**src/rtl/int_ctrl_if.sv**
```systemverilog
// Bus interface between the system bridge and the interrupt controller register file.
interface int_ctrl_if;
  logic        sel;
  logic [1:0]  addr;
  logic [3:0]  byteen;
  logic [31:0] wdata;
  logic [31:0] rdata;

  modport master (output sel, output addr, output byteen, output wdata, input rdata);
  modport slave  (input sel, input addr, input byteen, input wdata, output rdata);
endinterface

```
**src/rtl/int_ctrl.sv**
```systemverilog
// Interrupt controller feeding CP0 HWInt: per-source pending latch, mask, level/edge mode,
// write-1-to-clear acknowledge and a highest-source ID register.
module int_ctrl #(
  parameter int unsigned NSRC    = 3,
  parameter int unsigned EXT_SRC = 2
) (
  input  logic            clk,
  input  logic            reset,
  input  logic [NSRC-1:0] irq_in,
  int_ctrl_if.slave       bus,
  output logic [5:0]      hwint,
  output logic            ext_ack
);

  localparam logic [1:0] AddrPend = 2'd0;
  localparam logic [1:0] AddrMask = 2'd1;
  localparam logic [1:0] AddrEdge = 2'd2;
  localparam logic [1:0] AddrId   = 2'd3;

  logic [NSRC-1:0] pend_q, pend_d;
  logic [NSRC-1:0] mask_q, mask_d;
  logic [NSRC-1:0] edge_q, edge_d;
  logic [NSRC-1:0] irq_q;
  logic [5:0]      hwint_d;
  logic            ext_ack_d;
  logic            wr_en, wr_pend, wr_mask, wr_edge;
  logic [NSRC-1:0] wbits, pend_masked;
  logic [2:0]      id;
  logic            unused_wdata;

  assign wr_en   = bus.sel && (bus.byteen != 4'b0000);
  assign wr_pend = wr_en && (bus.addr == AddrPend);
  assign wr_mask = wr_en && (bus.addr == AddrMask);
  assign wr_edge = wr_en && (bus.addr == AddrEdge);
  assign wbits   = bus.wdata[NSRC-1:0];

  assign unused_wdata = ^bus.wdata[31:NSRC];

  assign mask_d = wr_mask ? wbits : mask_q;
  assign edge_d = wr_edge ? wbits : edge_q;

  always_comb begin
    pend_d = pend_q;
    for (int i = 0; i < NSRC; i++) begin
      if (edge_d[i] != edge_q[i]) begin
        // A mode switch discards whatever was latched under the old mode.
        pend_d[i] = 1'b0;
      end else if (!edge_q[i]) begin
        pend_d[i] = irq_in[i];
      end else begin
        // Set beats a simultaneous clear.
        pend_d[i] = (irq_in[i] & ~irq_q[i]) | (pend_q[i] & ~(wr_pend & wbits[i]));
      end
    end
  end

  always_comb begin
    hwint_d = '0;
    hwint_d[NSRC-1:0] = pend_d & mask_d;
  end

  assign ext_ack_d = wr_pend & wbits[EXT_SRC] & pend_q[EXT_SRC];

  assign pend_masked = pend_q & mask_q;

  always_comb begin
    id = 3'd0;
    for (int i = 0; i < NSRC; i++) begin
      if (pend_masked[i]) begin
        id = 3'(i + 1);
      end
    end
  end

  always_comb begin
    bus.rdata = '0;
    if (bus.sel) begin
      unique case (bus.addr)
        AddrPend: bus.rdata = 32'(pend_q);
        AddrMask: bus.rdata = 32'(mask_q);
        AddrEdge: bus.rdata = 32'(edge_q);
        AddrId:   bus.rdata = 32'(id);
        default:  bus.rdata = '0;
      endcase
    end
  end

  always_ff @(posedge clk or negedge reset) begin
    if (!reset) begin
      pend_q  <= '0;
      mask_q  <= '0;
      edge_q  <= '0;
      irq_q   <= '0;
      hwint   <= '0;
      ext_ack <= 1'b0;
    end else begin
      pend_q  <= pend_d;
      mask_q  <= mask_d;
      edge_q  <= edge_d;
      irq_q   <= irq_in;
      hwint   <= hwint_d;
      ext_ack <= ext_ack_d;
    end
  end

endmodule

```
**src/flat_wrapper.sv**
```systemverilog
// flat-port wrapper written by rule: the top's interface ports become plain ports
module int_ctrl_flat 
#(
  parameter int unsigned NSRC    = 3,
  parameter int unsigned EXT_SRC = 2
)
  (clk, reset, irq_in, hwint, ext_ack, bus_sel, bus_addr, bus_byteen, bus_wdata, bus_rdata);
  int_ctrl_if bus_i ();
  input  logic clk;
  input  logic reset;
  input  logic [NSRC-1:0] irq_in;
  output logic [5:0] hwint;
  output logic ext_ack;
  input wire logic [$bits(bus_i.sel)-1:0] bus_sel;
  input wire logic [$bits(bus_i.addr)-1:0] bus_addr;
  input wire logic [$bits(bus_i.byteen)-1:0] bus_byteen;
  input wire logic [$bits(bus_i.wdata)-1:0] bus_wdata;
  output wire logic [$bits(bus_i.rdata)-1:0] bus_rdata;
  assign bus_i.sel = bus_sel;
  assign bus_i.addr = bus_addr;
  assign bus_i.byteen = bus_byteen;
  assign bus_i.wdata = bus_wdata;
  assign bus_rdata = bus_i.rdata;
  int_ctrl #(.NSRC(NSRC), .EXT_SRC(EXT_SRC)) u_core (.clk(clk), .reset(reset), .irq_in(irq_in), .bus(bus_i), .hwint(hwint), .ext_ack(ext_ack));
endmodule
```
**config.mk**
```make
export PLATFORM = sky130hd
export DESIGN_NAME = int_ctrl_flat
export DESIGN_NICKNAME = d
export VERILOG_FILES = /design/src/rtl/int_ctrl_if.sv /design/src/rtl/int_ctrl.sv /design/src/flat_wrapper.sv
export SDC_FILE = /design/constraint.sdc
export NUM_CORES = 1
export LEC_CHECK = 0
export CORE_ASPECT_RATIO = 0.8
export CORE_MARGIN = 1.5
export CORE_UTILIZATION = 34
export CTS_BUF_LIST = sky130_fd_sc_hd__clkbuf_2
export DETAILED_ROUTE_END_ITERATION = 10
export PLACE_DENSITY = 0.82
export SETUP_SLACK_MARGIN = 0.3
export SYNTH_ARGS = -nofsm -noshare
export SYNTH_HDL_FRONTEND = slang
export SYNTH_SLANG_ARGS = --single-unit
```
**constraint.sdc**
```tcl
create_clock -name clk -period 1.95 [get_ports clk]
set_input_delay 0.39 -clock clk [delete_from_list [all_inputs] [get_ports clk]]
set_output_delay 0.39 -clock clk [all_outputs]
set_load 0.02 [all_outputs]
```
# After elaboration in Yosys (flattened, before gate mapping)
# Cells that the tools add are included.
# Widths: inputs -> output; s select.
dict set report word_totals {
  reg_bits 16
  input_bits 44
  elab_cells 52
}
dict set report classes {
  eq_ne 6
  mux 13
  n_bitwise 21
  n_reduce_logical 6
}
# cell n
set op_table {}
lappend op_table {{$pmux 32 s4} 1}
lappend op_table {{$mux 32} 1}
lappend op_table {{$and 1x1->1} 10}
lappend op_table {{$mux 1} 7}
lappend op_table {{$and 3x3->3} 2}
lappend op_table {{$mux 3} 2}
lappend op_table {{$not 1->1} 6}
lappend op_table {{$eq 2x2->1 const B} 2}
lappend op_table {{$logic_and 1x1->1} 4}
lappend op_table {{$mux 2} 2}
lappend op_table {{$reduce_bool 4->1} 1}
lappend op_table {{$ne 1x1->1} 3}
lappend op_table {{$or 1x1->1} 3}
lappend op_table {{$eq 2x1->1 const B} 1}
lappend op_table {{$logic_not 2->1} 1}

# Depth between registers and ports, before layout
dict set report depth {
  word_depth 10
  depth_mapped 5
  mapped_depth_nobuf 4
}

# Worst setup path after synthesis
# No wires, ideal clock.
dict set report synth_path {
  kind {input to output}
  startpoint {in bus_addr[1]}
  endpoint {out bus_rdata[1]}
  arrival_ns 1.422
  t_required_ns 1.560
  setup_slack_ns 0.138
  stages 3
  n_path_buf 1
  cell_sequence {clkbuf_1 -> mux4_2 -> and3_1}
}
dict set report synth_via {
  elab_chain_len 3
  word_cells_on_any_way 6
  classes_between {3 x eq/ne; 2 x mux; 1 x reduce/logical}
}
# item line
set synth_rtl {}
lappend synth_rtl {{start: declaration} flat_wrapper.sv:15} ;# input wire logic [$bits(bus_i.addr)-1:0] bus_addr;
lappend synth_rtl {{$eq 2x2->1 (tied with other cells)} int_ctrl.sv:78} ;# unique case (bus.addr)
lappend synth_rtl {{$pmux 32 s4 *} int_ctrl.sv:78}
lappend synth_rtl {{$mux 32 *} int_ctrl.sv:77} ;# if (bus.sel) begin
lappend synth_rtl {{end: declaration} flat_wrapper.sv:18} ;# output wire logic [$bits(bus_i.rdata)-1:0] bus_rdata;
# Mark *: on every way between the ends. The rest lies on a longest branch, timed or not. The select of a mux whose other input is x is not followed.

# Worst setup path in the final report
dict set report layout_path {
  startpoint {reg u_core.pend_q[2]}
  endpoint {out bus_rdata[1]}
}
dict set report layout_via {
  elab_chain_len 4
}
# item line
set layout_rtl {}
lappend layout_rtl {{start: declaration} int_ctrl.sv:20} ;# logic [NSRC-1:0] pend_q, pend_d;
lappend layout_rtl {{start signal: assignment} int_ctrl.sv:97} ;# pend_q <= pend_d;
lappend layout_rtl {{$and 3x3->3} int_ctrl.sv:64} ;# assign pend_masked = pend_q & mask_q;
lappend layout_rtl {{$mux 2} int_ctrl.sv:69} ;# if (pend_masked[i]) begin
lappend layout_rtl {{$pmux 32 s4} int_ctrl.sv:78}
lappend layout_rtl {{$mux 32} int_ctrl.sv:77}
# No other way between the ends. The select of a mux whose other input is x is not followed.

==> flow_metrics.tcl <==
set metrics [dict create \
    route.detailed.vias_per_inst 4.49 \
    dp_hpwl_um 1630 \
    status "finished with violations" \
    setup_viol 2 \
    fp.dieArea_sq_um 3440 \
    finalClockSkew_ns 0.00982 \
    detail_route.wl_per_cell_um 12.2 \
    detail_route.first_pass.iterations 4 \
    final.period_utilization_pct 103 \
    worst_ep_arrival_time_ns 1.62 \
    io_buffer_count 21 \
    grt.overflow.total 0 \
    cts.sink_count 16 \
    ff_latch_area_sq_um 400 \
    grt_setup_unrepaired "true" \
    number_of_buffers_added_by_the_clock_tree_synthesis_step 3 \
    clk_path_buf_depth 2 \
    worstSkewPairLatency_ns 0.28 \
    initial_core_util_pct 37.0 \
    design.portCount 83 \
    worst-path-buf-inv 1 \
    pwr_density_cell_nw_per_um2 728 \
    layout-drive-gt1-share_pct 32.9 \
    synth.yosys.seq_area_share_pct 38.0 \
    slowest_stage "sky130_fd_sc_hd__mux4_2" \
    synth_seq_cells 16 \
    multiInputGateArea_sq_um 546 \
    reg2reg_from "u_core.edge_q[2]" \
    htree_num_levels 1 \
    period_needed_ns 2.01 \
    crit_required_ns 1.56 \
    rows 17 \
    critPathMaxFanout 2 \
    route.final.wire_length_um 2210 \
    ys.warnings.count 0 \
    timing.final.hold_violations 0 \
    grt_antenna_before_repair 0 \
    core_sq_um 2850 \
    residual_drc_count 0 \
    clock.fmax_mhz 497 \
    synth.distinct_cells 29 \
    critical_path.startpoint_type "flop" \
    cp_class "flop to primary output" \
    grt_start_max_net_pins 17 \
    area_growth_syn_to_layout_pct 31.7 \
    clock-root-buffer "sky130_fd_sc_hd__clkbuf_2" \
    gp_congestion 0.861 \
    critical_path.top_delay_family "multiplexers" \
    hold_path.class "input port to asynchronous set/reset pin" \
    final-max-slew-violation-count 0 \
    post_synth_inst_count 102 \
    clock_pin_slew_on_the_worst_setup_and_hold_paths_ns 0.14 \
    worst_path_largest_cell_delay_ns 0.47 \
    dieWidth_um 65.2 \
    syn-mean-instance-area_sq_um 10.3 \
    maxCapViolCount 0 \
    ir_drop_uv 227 \
    crit_path_cell_trace "nand2_2 -> nand2b_1 -> mux4_2 -> and3_4 -> buf_6" \
    detailedRoute.firstIterationViolations 12 \
    failing_checks "setup timing" \
    hold_buffers 0 \
    timing.final.ws_setup_ns -0.0622 \
    tritoncts "yes" \
    die_y_um 52.8 \
    num-nets-final 189 \
    grt_overall_usage_pct 12.9 \
    netlist_area_sq_um 1050 \
    end_kind "primary output" \
    grt_pass1_wl_um 3260 \
    route.vias.total 813 \
    setup.worst_path.start "u_core.pend_q[2]" \
    route.antenna.remaining_nets 0 \
    antenna_cells_inserted 0 \
    finalSetupTns_ns -0.0852 \
    leakage_component_of_the_power_uw 0.000717 \
    finish.utilization_pct 48.7 \
    layout.filler_cells 275 \
    first_global_vias 772 \
]
metrics by stage:
step                      instances  hold slack, ns  total power [uW]  setup WS, ns  area, sq um
final                           181           0.395              1010       -0.0622         1390
after global routing            181           0.430              1060        -0.128         1390
after CTS                       179           0.396               996       -0.0738         1340
after detailed placement        171           0.535               816        -0.593         1280
after global placement          171           0.532               798        -0.565         1280
after floorplan                 133          0.0944               699         0.237         1170
worst paths after layout:
kind / cells past startpoint / slack (ns) / to
max: 5 / -0.06 / bus_rdata[1]
max reg2reg: 4 / 0.52 / u_core.hwint[2]
max in group asynchronous: 2 / 1.37 / u_core.edge_q[2]
min: 2 / 0.40 / u_core.pend_q[0]
min reg2reg: 1 / 0.58 / u_core.mask_q[0]
min in group clk: 1 / 0.56 / u_core.irq_q[2]
state kept, by name, summed over array words and instances, names as in the netlist:
name	flops
u_core.ext_ack	1
u_core.hwint	3
u_core.irq_q	3
u_core.pend_q	3
u_core.edge_q	3
u_core.mask_q	3
synthesized netlist by cell type:
cell | count | area, sq um
sky130_fd_sc_hd__a21boi_0 | 1 | 7.51
sky130_fd_sc_hd__a21oi_1 | 4 | 20.0
sky130_fd_sc_hd__a22oi_1 | 2 | 15.0
sky130_fd_sc_hd__and2_1 | 1 | 6.26
sky130_fd_sc_hd__and3_1 | 1 | 6.26
sky130_fd_sc_hd__and4b_4 | 1 | 13.8
sky130_fd_sc_hd__buf_4 | 32 | 240
sky130_fd_sc_hd__clkbuf_1 | 2 | 7.51
sky130_fd_sc_hd__conb_1 | 1 | 3.75
sky130_fd_sc_hd__dfrtp_1 | 16 | 400
sky130_fd_sc_hd__mux2_2 | 4 | 45.0
sky130_fd_sc_hd__mux2_4 | 3 | 45.0
sky130_fd_sc_hd__mux2i_1 | 1 | 10.0
sky130_fd_sc_hd__mux4_2 | 1 | 22.5
sky130_fd_sc_hd__nand2_1 | 7 | 26.3
sky130_fd_sc_hd__nand2b_1 | 1 | 6.26
sky130_fd_sc_hd__nand3_1 | 2 | 10.0
sky130_fd_sc_hd__nand3b_1 | 3 | 22.5
sky130_fd_sc_hd__nand4b_1 | 1 | 8.76
sky130_fd_sc_hd__nor2_1 | 3 | 11.3
sky130_fd_sc_hd__nor3_1 | 1 | 5.00
sky130_fd_sc_hd__nor3b_1 | 1 | 7.51
sky130_fd_sc_hd__nor3b_2 | 3 | 37.5
sky130_fd_sc_hd__o21ai_0 | 2 | 10.0
sky130_fd_sc_hd__o22ai_1 | 3 | 18.8
sky130_fd_sc_hd__or3b_2 | 1 | 8.76
sky130_fd_sc_hd__or4_4 | 1 | 11.3
sky130_fd_sc_hd__xnor2_1 | 2 | 17.5
sky130_fd_sc_hd__xor2_1 | 1 | 8.76
per-layer routing:
layer	wire length (um)	track usage (%)	vias to the layer above
li1	-	-	373
met1	849	13.9	388
met2	1140	23.1	48
met3	187	3.01	4
met4	34	8.33	0
met5	0	0	-
cells by family (layout without fill, tap and decap cells):
kind of cell / after synthesis / after routing / synth area share [%]
AOI/OAI and AO/OA: 12 / 12 / 6.77
xor gates and xnor gates: 3 / 3 / 2.49
buffers and inverters: 34 / 44 / 23.5
DFF: 16 / 16 / 38.0
muxes: 9 / 9 / 11.6
other: 1 / 32 / 0.356
and+or+nand+nor: 27 / 27 / 17.2
repair_timing:
item,in CTS,in global routing
resized for setup,32,10
setup endpoints to repair,14,12
endpoints found under the hold margin,0,0
setup buffers,5,2
pin swaps,8,5
cells in the final DEF (no fill, tap or decap), types with 3 or more instances in the layout:
cell type                          n
sky130_fd_sc_hd__a21oi_1           3
sky130_fd_sc_hd__buf_4            19
sky130_fd_sc_hd__buf_6             4
sky130_fd_sc_hd__clkbuf_2          3
sky130_fd_sc_hd__clkdlybuf4s15_1   3
sky130_fd_sc_hd__clkdlybuf4s50_1   7
sky130_fd_sc_hd__conb_1           32
sky130_fd_sc_hd__dfrtp_1          16
sky130_fd_sc_hd__dlymetal6s2s_1    5
sky130_fd_sc_hd__mux2_2            4
sky130_fd_sc_hd__mux2_4            3
sky130_fd_sc_hd__nand2_1           5
sky130_fd_sc_hd__nand3b_1          3
sky130_fd_sc_hd__nor2_1            3
sky130_fd_sc_hd__nor3b_2           4
sky130_fd_sc_hd__o22ai_1           3
cell type report:
| class | count | area share, % |
|---|---|---|
| flip-flops and latches | 16 | 28.9 |
| repair buffers | 41 | 27.3 |
| well taps | 38 | 3.43 |
| multi-input cells | 83 | 39.3 |
| clock buffers | 3 | 1.08 |
report_power, final:
part	internal (uW)	switching, uW	total (uW)
Combinational	230	216	446
Sequential	386	39.5	425
Clock	41.9	96.8	139
Note: power is estimated with default switching activity, not from simulation.
